### src/rtl/mult_pkg.sv
// Shared types for the shift-add multiplier datapath.
// Strobe priority encoding lives here so control and datapath agree.
package mult_pkg;

    localparam int WIDTH = 8;

    typedef enum logic [2:0] {
        OP_NONE,
        OP_CLRLD,
        OP_SUB,
        OP_ADD,
        OP_SHIFT
    } op_t;

    function automatic op_t prio_op(
        input logic clr_ld,
        input logic sub,
        input logic add,
        input logic shift
    );
        op_t op;
        op = OP_NONE;
        if (clr_ld)
            op = OP_CLRLD;
        else if (sub)
            op = OP_SUB;
        else if (add)
            op = OP_ADD;
        else if (shift)
            op = OP_SHIFT;
        return op;
    endfunction

endpackage

### src/rtl/addsub9.sv
// Combinational signed adder/subtractor, one bit wider than the operands
// so the true sign of the result always survives.
module addsub9 #(
    parameter int W = mult_pkg::WIDTH
) (
    input  logic [W-1:0] A,
    input  logic [W-1:0] MC,
    input  logic         sub,
    output logic [W:0]   sum9
);

    logic [W:0] w_a;
    logic [W:0] w_b;

    assign w_a  = {A[W-1], A};
    assign w_b  = {MC[W-1], MC} ^ {(W+1){sub}};
    assign sum9 = w_a + w_b + {{W{1'b0}}, sub};

endmodule

### src/rtl/mult_datapath.sv
// {X,A,B} product register and adder for the signed shift-add multiplier.
// Optional MULT_DP_SNAPSHOT_EN latches the multiplicand on Clr_Ld.
module mult_datapath #(
    parameter int WIDTH = mult_pkg::WIDTH
) (
    input  logic             Clk,
    input  logic             Reset_n,
    input  logic             Clr_Ld,
    input  logic             Shift,
    input  logic             Add,
    input  logic             Sub,
    input  logic             ClearA_LoadB,
    input  logic [WIDTH-1:0] Din,
    output logic [WIDTH-1:0] Aval,
    output logic [WIDTH-1:0] Bval,
    output logic             X,
    output logic             M
);

    import mult_pkg::*;

    logic             r_x;
    logic [WIDTH-1:0] r_a;
    logic [WIDTH-1:0] r_b;
    logic [WIDTH-1:0] w_mc;
    logic [WIDTH:0]   w_sum;
    logic             w_sub;
    op_t              w_op;

    assign w_op  = prio_op(Clr_Ld, Sub, Add, Shift);
    assign w_sub = (w_op == OP_SUB);

`ifdef MULT_DP_SNAPSHOT_EN
    logic [WIDTH-1:0] r_s;

    always_ff @(posedge Clk or negedge Reset_n) begin
        if (!Reset_n)
            r_s <= '0;
        else if (Clr_Ld)
            r_s <= Din;
    end

    assign w_mc = r_s;
`else
    assign w_mc = Din;
`endif

    addsub9 #(.W(WIDTH)) u_addsub (
        .A    (r_a),
        .MC   (w_mc),
        .sub  (w_sub),
        .sum9 (w_sum)
    );

    always_ff @(posedge Clk or negedge Reset_n) begin
        if (!Reset_n) begin
            r_x <= 1'b0;
            r_a <= '0;
            r_b <= '0;
        end else begin
            unique case (w_op)
                OP_CLRLD: begin
                    r_x <= 1'b0;
                    r_a <= '0;
                    if (ClearA_LoadB)
                        r_b <= Din;
                end
                OP_SUB, OP_ADD: begin
                    r_x <= w_sum[WIDTH];
                    r_a <= w_sum[WIDTH-1:0];
                end
                // X is replicated, so the 17-bit value shifts arithmetically
                OP_SHIFT: begin
                    r_a <= {r_x, r_a[WIDTH-1:1]};
                    r_b <= {r_a[0], r_b[WIDTH-1:1]};
                end
                default: ;
            endcase
        end
    end

    assign Aval = r_a;
    assign Bval = r_b;
    assign X    = r_x;
    assign M    = r_b[0];

endmodule

### config.mk
export PLATFORM = sky130hd
export DESIGN_NAME = mult_datapath
export DESIGN_NICKNAME = d
export VERILOG_FILES = /design/src/rtl/mult_pkg.sv /design/src/rtl/addsub9.sv /design/src/rtl/mult_datapath.sv
export SDC_FILE = /design/constraint.sdc
export NUM_CORES = 1
export LEC_CHECK = 0
export ABC_AREA = 1
export CELL_PAD_IN_SITES_DETAIL_PLACEMENT = 1
export CELL_PAD_IN_SITES_GLOBAL_PLACEMENT = 1
export CORE_ASPECT_RATIO = 1.2
export CORE_MARGIN = 2
export CORE_UTILIZATION = 36
export CTS_CLUSTER_DIAMETER = 30
export DETAILED_ROUTE_END_ITERATION = 8
export GPL_ROUTABILITY_DRIVEN = 0
export PLACE_DENSITY = 0.81
export SYNTH_ARGS = -nofsm -noshare
export SYNTH_HDL_FRONTEND = slang
export SYNTH_SLANG_ARGS = --single-unit
### constraint.sdc
create_clock -name Clk -period 2.2 [get_ports Clk]
set_input_delay 0.22 -clock Clk [delete_from_list [all_inputs] [get_ports Clk]]
set_output_delay 0.22 -clock Clk [all_outputs]
set_load 0.05 [all_outputs]
==> out/metrics.sh <==
CTS_HOLD_BUFFERS=0
YOSYS_REGISTER_BITS=17
SYNTHESIZED_AREA_DIVIDED_BY_SYNTHESIZED_CELL_COUNT_UM2=7.37
HPWL_UM=2960
SYNTH_CELL_TYPES=23
SYNTH_LARGEST_AREA_CELL='sky130_fd_sc_hd__dfrtp_1'
TIMING.CRITICAL_PATH.TO_TYPE='register'
WORSTMARGINPINSLEW_NS=0.510
POST_DRT_VIA_CELL_RATIO=5.20
RR_WORST_DEPTH=12
PERIOD_SHARE_PCT=92.5
YS_DOMINANT_REG_CELL='sky130_fd_sc_hd__dfrtp_1'
POSTROUTEWIRELENGTH_UM=3780
GRT_USAGE_PCT=21.3
YS_WARN_COUNT=0
GRTUSAGEMET3_PCT=3.21
WORST-ENDPOINT-ARRIVAL_NS=2.17
POSTSYNTHCELLCOUNT=166
YS_SEQ_AREA_SHARE_PCT=34.8
RATIO_OF_CELLS_WITH_DRIVE_ABOVE_1_IN_THE_FINAL_LAYOUT_PCT=7.32
GRT_USE_MET2_PCT=41.5
CLOCK_TRANSITION_AT_THE_REGISTER_CLOCK_PINS_ON_THE_WORST_SETUP_AND_HOLD_PATHS_AFTER_CTS_NS=0.07
FINAL_UTIL_PCT=50.4
SYNTH_TOP_CELLS_BY_AREA='sky130_fd_sc_hd__dfrtp_1 35%, sky130_fd_sc_hd__nand2_1 14%, sky130_fd_sc_hd__nand3_1 11%, sky130_fd_sc_hd__ha_1 8.2%, sky130_fd_sc_hd__inv_1 7.4%'
CLOCK_SKEW_NS=0.00208
ROOT_BUFFER_CELL='sky130_fd_sc_hd__clkbuf_8'
SYNTH.MOST_COMMON_CELL='sky130_fd_sc_hd__nand2_1'
HOLD_VIOL=0
TIMING.CRITICAL_PATH.FROM_TYPE='primary input'
VDD.IR_DROP.WORST_mV=0.439
IO_PINS=33
UNREPAIRED_SETUP_ENDPOINTS_AFTER_GLOBAL_ROUTING='false'
PORT_BUFFERS=32
SLEW_HEADROOM_PCT=65.9
CRITICAL_PATH_BUF_INV_COUNT=4
MAX_FREQ_MHz=492
HP-CLASS='primary input to async pin'
CLOCKBUFFERDEPTH=2
TIMING.FINAL.CRIT_PERIOD_NS=2.03
GRT_MAX_DEGREE=18
SLOWEST_CELL_ON_THE_CRITICAL_PATH='sky130_fd_sc_hd__clkdlybuf4s50_1'
STANDARD_CELL_ROWS=23
GRT.OVERFLOW.TOTAL=0
DESIGN.CORE.AREA_UM2=3310
CRIT_PATH_MAX_INCR_DELAY_NS=0.49
ANTENNA_VIOLATIONS_BEFORE_REPAIR=0
CLKSINKCOUNT=17
LEAKAGEPOWER_nW=0.828
DETAIL-ROUTE-ANTENNA-NETS=0
TRITONCTS.NUM_BUFFERS=3
SETUP_VIOL=0
SLEW_VIOLATIONS=0
NUM-NETS-FINAL=230
POSTPLACECELLAREA_UM2=1620
CRITICAL_PATH.TOP_DELAY_FAMILY='simple AND/OR/NAND/NOR gates'
REGTOREGSETUPSLACK_NS=0.41
AREA.GROWTH.SYNTH_TO_FINAL_PCT=36.3
FLOORPLAN.INITIALDENSITY_PCT=37.0
POST-ROUTE-DRC-COUNT=0
TOTAL_NUMBER_OF_H_TREE_LEVELS=1
WORSTSETUPPATHTYPE='primary input to register'
DRT_FIRST_PASS_ITERS=4
SYNTHESIS.AREA_UM2=1220
CRIT_TOP_CELL='sky130_fd_sc_hd__nand2_1'
TIMING.CRITICAL_PATH.REQUIRED_NS=2.33
CRITPATHMAXFANOUT=7
GRT_PASS1_WL_UM=6300
CLK_LATENCY_NS=0.26
DIE-WIDTH_UM=57.2
SYNTH_TOP_CELLS_BY_COUNT='47 x sky130_fd_sc_hd__nand2_1, 27 x sky130_fd_sc_hd__nand3_1, 24 x sky130_fd_sc_hd__inv_1'
GRT_PASS1_VIAS=1422
ROUTED_WIRE_LENGTH_PER_INSTANCE_UM=15.6
P_TOTAL_W=0.00169
SYNTH_ENABLE_FLOP_CELLS=0
NUMBER_OF_MAX_CAP_VIOLATIONS=0
POWER_DENSITY_nW_PER_UM2=1010
CHIPHEIGHT_UM=67.9
NUM_ANTENNA_CELLS=0
SYNTH.TOP_CELL.AREA_SHARE_PCT=34.8
GRT-BUSIEST-LAYER='met2'
VIA_COUNT=1259
LAYOUT.CELL_AREA.NON_FILLER_UM2=1670
DETAIL_ROUTE.ITER0.VIOLATIONS=4
POST_CTS.RESIZED_INSTANCES=0
DESIGN.DIE.AREA_UM2=3880
CRIT_CELLS=15
MAPPEDNETLISTNETS=190
ASYNC_FLOP_SHARE_PCT=100
CRIT_CHAIN='clkdlybuf4s50_1 > inv_2 > nand2_4 > xor2_1 > inv_1 > ha_1 > nand2_1 > inv_1 > nand3_1 > nand2_1 > nand2_1 > nand2_1 > nand2_1 > nand3_1 > nand3_1'
STATUS='finished, final reports clean'
CTS_TREE='built'
CTS.REPAIR_TIMING.SETUP_BUFFER_COUNT=0
GLOBAL_ROUTE.USAGE.MET1_PCT=23.5
-- cells by family (layout without fill, tap and decap cells) --
| family | Yosys count | after routing | synth area share, % |
|---|---|---|---|
| simple gates | 82 | 82 | 29.7 |
| fa+ha+maj | 9 | 9 | 9.82 |
| compound gates | 20 | 20 | 10.4 |
| flops | 17 | 17 | 34.8 |
| xor+xnor | 8 | 8 | 5.73 |
| buf+inv | 30 | 69 | 9.61 |
-- worst register-to-register path: cells and delay by family, from the launching register on --
kind	cells	cell delay [ns]
buf+inv	2	0.19
simple gates	9	0.71
fa+ha+maj	1	0.39
flops	1	0.39
-- routing by layer --
layer / up-vias / share of wire [%]
met5: - / 0
met1: 608 / 41
met4: 0 / 0.90
met3: 5 / 3.0
li1: 616 / -
met2: 30 / 55
-- final timing paths --
check / start / to
worst min register to register: Bval[2] / Bval[1]
min in group Clk: Bval[2] / Bval[1]
worst max register to register: Aval[0] / X
max in group asynchronous: Reset_n / Aval[3]
worst min-delay path: Reset_n / X
worst max-delay path: Clr_Ld / Aval[7]
-- stage by stage --
stage          setup slack, ns  TNS, ns  instances  hold WS, ns
2_1_floorplan            0.295        0        166      -0.0756
3_3_place_gp           0.00644        0        238        0.519
3_5_place_dp           -0.0809   -0.240        238        0.536
4_1_cts                  0.139        0        242        0.313
5_1_grt                0.00507        0        242        0.330
6_report                 0.166        0        242        0.300
-- layout by cell type, fill, tap and decap left out --
cell,count
sky130_fd_sc_hd__o21ai_0,4
sky130_fd_sc_hd__nand3_1,27
sky130_fd_sc_hd__or2_0,1
sky130_fd_sc_hd__fa_1,1
sky130_fd_sc_hd__xor2_1,7
sky130_fd_sc_hd__nand2_1,47
sky130_fd_sc_hd__nor3_2,1
sky130_fd_sc_hd__nand4_1,1
sky130_fd_sc_hd__nor2_2,1
sky130_fd_sc_hd__clkbuf_1,1
sky130_fd_sc_hd__inv_1,24
sky130_fd_sc_hd__ha_1,8
sky130_fd_sc_hd__clkbuf_8,3
sky130_fd_sc_hd__inv_2,2
sky130_fd_sc_hd__nor2_1,3
sky130_fd_sc_hd__a22oi_1,1
sky130_fd_sc_hd__buf_4,7
sky130_fd_sc_hd__xnor2_1,1
sky130_fd_sc_hd__o221ai_1,2
sky130_fd_sc_hd__clkdlybuf4s50_1,32
sky130_fd_sc_hd__dfrtp_1,17
sky130_fd_sc_hd__a21oi_1,6
sky130_fd_sc_hd__nand2_4,1
sky130_fd_sc_hd__o211ai_1,7
-- registers in the layout, indices dropped and copies added (netlist names) --
register,count
Aval,8
X,1
Bval,8
-- power by group --
part / leakage, nW / switching, W / internal [W]
clock network: 0.0228 / 0.000119 / 0.000129
logic: 0.590 / 0.000617 / 0.000348
registers: 0.216 / 0.0000854 / 0.000387
total: 0.828 / 0.000822 / 0.000864
-- area by class of cell --
type | instances | area [um^2]
clock buffers | 4 | 45.0
fillers | 413 | 1640
inverters | 26 | 97.6
multi-input cells | 119 | 681
flip-flops and latches | 17 | 425
well taps | 37 | 46.3
repair buffers | 39 | 373
(Power assumes the default switching activity.)
